<file path="config.mk">
export PLATFORM = sky130hd
export DESIGN_NAME = fifo_uart_tx_flat
export DESIGN_NICKNAME = d
export VERILOG_FILES = /design/src/rtl/fifo_uart_tx_pkg.sv /design/src/rtl/fifo_uart_tx_if.sv /design/src/rtl/bit_timer.sv /design/src/rtl/fifo_uart_tx.sv /design/src/flat_wrapper.sv
export SDC_FILE = /design/constraint.sdc
export NUM_CORES = 1
export LEC_CHECK = 0
export ABC_AREA = 0
export CORE_UTILIZATION = 30
export CTS_BUF_LIST = sky130_fd_sc_hd__clkbuf_4
export DETAILED_ROUTE_END_ITERATION = 6
export SETUP_SLACK_MARGIN = 0.05
export SLEW_MARGIN = 25
export SYNTH_ARGS = -nofsm -noshare
export SYNTH_HDL_FRONTEND = slang
export SYNTH_SLANG_ARGS = --single-unit
</file>
<file path="constraint.sdc">
create_clock -name clk -period 1.8 [get_ports clk]
set_input_delay 0.36 -clock clk [delete_from_list [all_inputs] [get_ports clk]]
set_output_delay 0.36 -clock clk [all_outputs]
set_load 0.005 [all_outputs]
</file>
<file path="src/rtl/fifo_uart_tx_pkg.sv">
// Shared UART transmitter definitions: FSM state encoding, default frame
// constants and a counter-width helper.
package fifo_uart_tx_pkg;

    typedef enum logic [1:0] {
        StIdle  = 2'd0,
        StStart = 2'd1,
        StData  = 2'd2,
        StStop  = 2'd3
    } state_e;

    localparam int unsigned DefDbit = 8;
    localparam int unsigned DefCpb  = 16;

    // Width of a counter covering 0..n-1, never narrower than one bit.
    function automatic int unsigned cnt_width(input int unsigned n);
        return (n > 1) ? $clog2(n) : 1;
    endfunction

endpackage

</file>
<file path="src/rtl/fifo_uart_tx_if.sv">
// FIFO-side and serial-side signals of the UART transmitter.
interface fifo_uart_tx_if
    import fifo_uart_tx_pkg::*;
#(
    parameter int unsigned DBIT = DefDbit
) ();

    logic            tx_en;
    logic            fifo_empty;
    logic [DBIT-1:0] fifo_rdata;
    logic            fifo_rd;
    logic            tx;
    logic            busy;

    modport master (
        output tx_en,
        output fifo_empty,
        output fifo_rdata,
        input  fifo_rd,
        input  tx,
        input  busy
    );

    modport slave (
        input  tx_en,
        input  fifo_empty,
        input  fifo_rdata,
        output fifo_rd,
        output tx,
        output busy
    );

endinterface

</file>
<file path="src/rtl/bit_timer.sv">
// Per-bit cycle counter: counts 0..CPB-1, wraps on each bit boundary and
// flags the last cycle of a bit with tick.
module bit_timer
    import fifo_uart_tx_pkg::*;
#(
    parameter int unsigned CPB = DefCpb
) (
    input  logic clk,
    input  logic reset,
    input  logic clear,
    output logic tick
);

    localparam int unsigned CW = cnt_width(CPB);
    localparam logic [CW-1:0] Last = CW'(CPB - 1);

    logic [CW-1:0] cnt_q;

    always_ff @(posedge clk or posedge reset) begin
        if (reset) begin
            cnt_q <= '0;
        end else if (clear || (cnt_q == Last)) begin
            cnt_q <= '0;
        end else begin
            cnt_q <= cnt_q + CW'(1);
        end
    end

    assign tick = (cnt_q == Last);

endmodule

</file>
<file path="src/rtl/fifo_uart_tx.sv">
// UART transmitter fed from a synchronous FIFO: pops one word per frame and
// sends start bit, DBIT data bits LSB first, and a stop bit.
module fifo_uart_tx
    import fifo_uart_tx_pkg::*;
#(
    parameter int unsigned DBIT = DefDbit,
    parameter int unsigned CPB  = DefCpb
) (
    input logic           clk,
    input logic           reset,
    fifo_uart_tx_if.slave bus
);

    localparam int unsigned IW = cnt_width(DBIT);
    localparam logic [IW-1:0] LastBit = IW'(DBIT - 1);

    state_e          state_q;
    logic [DBIT-1:0] shreg_q;
    logic [IW-1:0]   idx_q;
    logic            tx_q;
    logic            busy_q;
    logic            start;
    logic            timer_clear;
    logic            tick;

    // The pop strobe is combinational so the FIFO advances on the same edge
    // that captures its head word; reset masks it.
    assign start       = (state_q == StIdle) && bus.tx_en && !bus.fifo_empty && !reset;
    assign timer_clear = (state_q == StIdle);

    assign bus.fifo_rd = start;
    assign bus.tx      = tx_q;
    assign bus.busy    = busy_q;

    bit_timer #(
        .CPB (CPB)
    ) u_timer (
        .clk   (clk),
        .reset (reset),
        .clear (timer_clear),
        .tick  (tick)
    );

    always_ff @(posedge clk or posedge reset) begin
        if (reset) begin
            state_q <= StIdle;
            shreg_q <= '0;
            idx_q   <= '0;
            tx_q    <= 1'b1;
            busy_q  <= 1'b0;
        end else begin
            case (state_q)
                StIdle: begin
                    if (start) begin
                        shreg_q <= bus.fifo_rdata;
                        idx_q   <= '0;
                        tx_q    <= 1'b0;
                        busy_q  <= 1'b1;
                        state_q <= StStart;
                    end
                end
                StStart: begin
                    if (tick) begin
                        tx_q    <= shreg_q[0];
                        shreg_q <= shreg_q >> 1;
                        state_q <= StData;
                    end
                end
                StData: begin
                    if (tick) begin
                        if (idx_q == LastBit) begin
                            tx_q    <= 1'b1;
                            state_q <= StStop;
                        end else begin
                            idx_q   <= idx_q + IW'(1);
                            tx_q    <= shreg_q[0];
                            shreg_q <= shreg_q >> 1;
                        end
                    end
                end
                StStop: begin
                    if (tick) begin
                        busy_q  <= 1'b0;
                        state_q <= StIdle;
                    end
                end
                default: begin
                    tx_q    <= 1'b1;
                    busy_q  <= 1'b0;
                    state_q <= StIdle;
                end
            endcase
        end
    end

endmodule

</file>
<file path="src/flat_wrapper.sv">
// flat-port wrapper written by rule: the top's interface ports become plain ports
module fifo_uart_tx_flat import fifo_uart_tx_pkg::*;
#(
    parameter int unsigned DBIT = DefDbit,
    parameter int unsigned CPB  = DefCpb
)
  (clk, reset, bus_tx_en, bus_fifo_empty, bus_fifo_rdata, bus_fifo_rd, bus_tx, bus_busy);
  fifo_uart_tx_if #(.DBIT(DBIT)) bus_i ();
  input logic clk;
  input logic reset;
  input wire logic [$bits(bus_i.tx_en)-1:0] bus_tx_en;
  input wire logic [$bits(bus_i.fifo_empty)-1:0] bus_fifo_empty;
  input wire logic [$bits(bus_i.fifo_rdata)-1:0] bus_fifo_rdata;
  output wire logic [$bits(bus_i.fifo_rd)-1:0] bus_fifo_rd;
  output wire logic [$bits(bus_i.tx)-1:0] bus_tx;
  output wire logic [$bits(bus_i.busy)-1:0] bus_busy;
  assign bus_i.tx_en = bus_tx_en;
  assign bus_i.fifo_empty = bus_fifo_empty;
  assign bus_i.fifo_rdata = bus_fifo_rdata;
  assign bus_fifo_rd = bus_i.fifo_rd;
  assign bus_tx = bus_i.tx;
  assign bus_busy = bus_i.busy;
  fifo_uart_tx #(.DBIT(DBIT), .CPB(CPB)) u_core (.clk(clk), .reset(reset), .bus(bus_i));
endmodule
</file>
; Word-level counts from Yosys, hierarchy flattened
; Cells that the tools add are included.
[op_classes]
addsub = 2
multipliers = 0
n_div = 0
magnitude_cmp = 0
n_eq_ne = 11
shifts = 0
muxes = 24
n_bitwise = 0
reduce_logical = 15
[ops]
columns = cell, n
row1 = 2-to-1 mux 8 bit, 4
row2 = one-hot mux 8 bit (3 select lines), 1
row3 = 2-to-1 mux 2 bit, 5
row4 = AND reduction 5 bit, 2
row5 = 2-to-1 mux 3 bit, 3
row6 = inequality test 2 x 1 -> 1 bit (second input constant), 4
row7 = one-hot mux 2 bit (4 select lines), 1
row8 = AND reduction 4 bit, 2
row9 = 2-to-1 mux 1 bit, 6
row10 = one-hot mux 3 bit (2 select lines), 1
row11 = adder 4 x 1 -> 4 bit (second input constant), 1
row12 = == test 2 bit (second input constant), 2
row13 = == test 4 bit (second input constant), 1
row14 = 2-to-1 mux 4 bit, 1
row15 = inequality test 2 bit (second input constant), 2
row16 = nonzero test 2 bit, 2
row17 = adder 3 x 1 -> 3 bit (second input constant), 1
row18 = == test 3 bit (second input constant), 1
row19 = logical AND 1 bit, 3
row20 = one-hot mux 1 bit (3 select lines), 1
row21 = AND reduction 3 bit, 1
row22 = nonzero test 3 bit, 1
row23 = == test 2 x 1 -> 1 bit (second input constant), 1
row24 = logical NOT 1 bit, 2
row25 = 3 further kinds, 3
[totals]
regBits = 19
latch_bits = 0
ram_bits = 0
mem_bits_ro = 0
inputBits = 12
out_inout_bits = 3
elab_cells = 58
memories = 0

; Longest topological paths before layout
[depth]
depth_word = 6
mapped_depth = 7
mapped_depth_nobuf = 6

; Modules after synthesis
; Synthesis repeated with hierarchy kept, for this count alone.
[unflattened]
cells_unflattened = 95
hier_area_um2 = 1099.8
[modules_own_cells]
columns = module, n_inst, cells_per_inst, area_per_inst_um2, seq_area_each_um2
row1 = fifo_uart_tx, 1, 81, 924.6, 376.6
row2 = bit_timer, 1, 14, 175.2, 100.1

; Least setup slack after synthesis
; No wires, ideal clock.
[synth_path]
kind = reg2reg
startpoint = reg u_core.idx_q[0]
endpoint = reg u_core.shreg_q[7]
setup_ns = 0.065
arrival_ns = 1.712
slack_ns = 0.023
stages_incl_launch_ff = 8
n_path_buf = 1
cell_sequence = dfrtp_1 ha_1 ha_1 nand4b_1 a22oi_4 and2_1 buf_6 a31o_1
[synth_between]
elab_chain_len = 3
[synth_lines]
columns = element, line_no
row1 = "start, declared", fifo_uart_tx.sv:19  ; logic [IW-1:0] idx_q;
row2 = "start signal, assigned", fifo_uart_tx.sv:75  ; idx_q <= idx_q + IW'(1);
row3 = == test 3 bit, fifo_uart_tx.sv:71  ; if (idx_q == LastBit) begin
row4 = inequality test 2 bit (no line), n/a
row5 = AND reduction 5 bit (no line), n/a
row6 = "end signal, assigned", fifo_uart_tx.sv:55  ; shreg_q <= bus.fifo_rdata;
row7 = "end signal, assigned", fifo_uart_tx.sv:65  ; shreg_q <= shreg_q >> 1;
row8 = "end signal, assigned", fifo_uart_tx.sv:77  ; shreg_q <= shreg_q >> 1;
row9 = "end, declared", fifo_uart_tx.sv:18  ; logic [DBIT-1:0] shreg_q;
; No other way between the ends.
; A chain may end at the register's enable or synchronous reset.

; Worst setup path in the final report
; Ends and elaborated chain as after synthesis.

==> results_dict.tcl <==
set metrics [dict create \
    port-buffer-count 14 \
    start_util 0.319 \
    critPathArrivalTime_ns 1.93 \
    place_ws_ns -0.331 \
    stdcell_count 179 \
    clock_latency_ns 0.30 \
    crit_type "flop to flop" \
    die_h_um 62.3 \
    coreArea_um2 3420 \
    fp-row-count 21 \
    cts_num_sinks 19 \
    syn_avg_cell_area_um2 10.5 \
    syn_to_final_growth_pct 32.0 \
    synth.distinct_cells 33 \
    dp.cells 173 \
    reg2regPathDepth 6 \
    yosysMostFrequentCell "dfrtp_1" \
    holdWs_ns 0.506 \
    clock_path_buffers 2 \
    synth_area_leaders "dfrtp_1 (41%), ha_1 (9.2%), mux2i_1 (9.2%)" \
    cts_made_buffers 3 \
    synth-seq-cells 19 \
    ant_nets 0 \
    drtPass1Iterations 4 \
    fillers 344 \
    io_pins 15 \
    start_kind "flop" \
    yosysSeqAreaShare 0.437 \
    finClkSkew_ns 0.00802 \
    max_freq_ghz 0.592 \
    nets 154 \
    cts.clk_slew.worst_paths_ns 0.11 \
    p_leak_nw 0.653 \
    cp_max_fo 8 \
    synthCells 104 \
    worst_pin_slew_ns 0.255 \
    wl_per_cell_um 12.6 \
    required_ns 2.04 \
    drt_iter0_markers 37 \
    drive_gt1_frac 0.256 \
    grt.overflow.total 0 \
    period_needed_ns 1.69 \
    post_drt_via_cell_ratio 4.96 \
    synthesis.area_um2 1090 \
    whs_path_depth 1 \
    hold_viol_final 0 \
    yosysTopAreaCell "dfrtp_1" \
    status "finished, final reports clean" \
    synth_edf_count 0 \
    power_density_nw_per_um2 1750 \
    drv_cap 0 \
    cts-root-buf "clkbuf_4" \
    ir_worst_vdd_v 0.00101 \
    syn_nets 124 \
    die_x_um 62.3 \
    grt_pass1_wl_um 3800 \
    die_area_um2 3880 \
    synthTopCellsByCount "dfrtp_1 (18), a21oi_1 (15), mux2i_1 (10), ha_1 (8), nand3_1 (8)" \
    maxSlewViolCount 0 \
    grt_pass1_vias 867 \
    routabilityCongestion 0.712 \
    rsz0062_at_grt "true" \
    diodes 0 \
    grtUsageTotal 0.123 \
    ctsHoldBuffers 0 \
    finalSetupViolCount 0 \
    hp-class "flop to flop" \
    power_mw 2.52 \
    finalWirelength_um 2260 \
    yosys_warnings 0 \
    grt_max_degree 20 \
    num_vias 888 \
    antenna_found_initial 0 \
    slew_headroom 0.825 \
    cts_tree "built" \
    endpoint_kind "flop" \
    synth_top_area_frac 0.413 \
    yosys_most_used_dff "dfrtp_1" \
    drc 0 \
    period_share 0.939 \
    worst_slack_ns 0.111 \
    dpl.hpwl_um 1720 \
    async_flop_share 1.00 \
    htree_levels 1 \
]
-- path summary, 6_finish.rpt --
kind | from | end | slack [ns]
max in group asynchronous | reset | u_core.bus.tx | 0.97
min in group asynchronous | reset | u_core.u_timer.cnt_q[3] | 0.57
setup reg to reg | u_core.idx_q[0] | u_core.shreg_q[7] | 0.11
setup / recovery | u_core.idx_q[0] | u_core.shreg_q[7] | 0.11
hold reg to reg | u_core.u_timer.cnt_q[0] | u_core.u_timer.cnt_q[0] | 0.51
hold / removal | u_core.u_timer.cnt_q[0] | u_core.u_timer.cnt_q[0] | 0.51
-- power by group --
part	internal, mW	leakage, nW	switching (mW)
Sequential	0.628	0.222	0.141
Combinational	0.766	0.412	0.756
Clock	0.101	0.0184	0.129
Total	1.50	0.653	1.03
-- metal layers --
metal | wire length, um | part of all wire | GRT usage | vias to the layer above
met5 | 0 | 0 | 0 | -
met4 | 15 | 0.0066 | 0.0349 | 0
met3 | 87 | 0.038 | 0.0331 | 2
met2 | 1090 | 0.48 | 0.206 | 14
met1 | 1070 | 0.47 | 0.154 | 433
li1 | - | - | - | 439
-- worst max-delay path, stage by stage (launching register included) --
cell and delay [ns]:
dfrtp_1 0.42, ha_2 0.20, ha_4 0.17, nand4b_1 0.24
a22oi_4 0.22, and2_4 0.23, a31o_1 0.15
-- through the flow --
step / TNS, ns / instance area [um^2] / utilization
3_3_place_gp: -2.03 / 1380 / 0.404
5_1_grt: 0 / 1440 / 0.421
3_5_place_dp: -2.38 / 1380 / 0.404
2_1_floorplan: 0 / 1110 / -
4_1_cts: 0 / 1410 / 0.413
6_report: 0 / 1440 / 0.421
-- cell families after synthesis --
logic type | Yosys count | share of synthesized area
buffers and inverters | 8 | 0.0356
flip-flops | 19 | 0.437
AND/OR/NAND/NOR | 29 | 0.145
multiplexers | 10 | 0.0919
adder cells (fa/ha/maj) | 8 | 0.0919
XOR/XNOR | 1 | 0.00804
AO/OA/AOI/OAI | 29 | 0.191
-- registers in the layout, summed over array words and instances (netlist names) --
signal / flops
u_core.state_q: 2
u_core.bus.busy: 1
u_core.shreg_q: 8
u_core.u_timer.cnt_q: 4
u_core.idx_q: 3
u_core.bus.tx: 1
-- layout make-up --
type	count	area, um^2	area share
Inverter	4	15.0	0.0104
Sequential cell	19	477	0.331
Tap cell	46	57.6	0.0400
Multi-Input combinational cell	77	609	0.423
Clock buffer	4	30.0	0.0209
Timing Repair Buffer	29	250	0.174
-- what timing repair did --
action,CTS,global route
pin swaps,1,2
cloned,0,0
buffers inserted,0,2
resized for setup,8,3
setup endpoints to repair,1,11
-- layout by cell type (no fill, tap or decap), drive strengths merged, types with 5 or more instances in the layout --
cell type / instances
nand2: 5
nand3: 8
a21oi: 16
nor2: 5
dfrtp: 18
buf: 16
clkdlybuf4s50: 12
mux2i: 10
ha: 8
(Power assumes the default switching activity.)
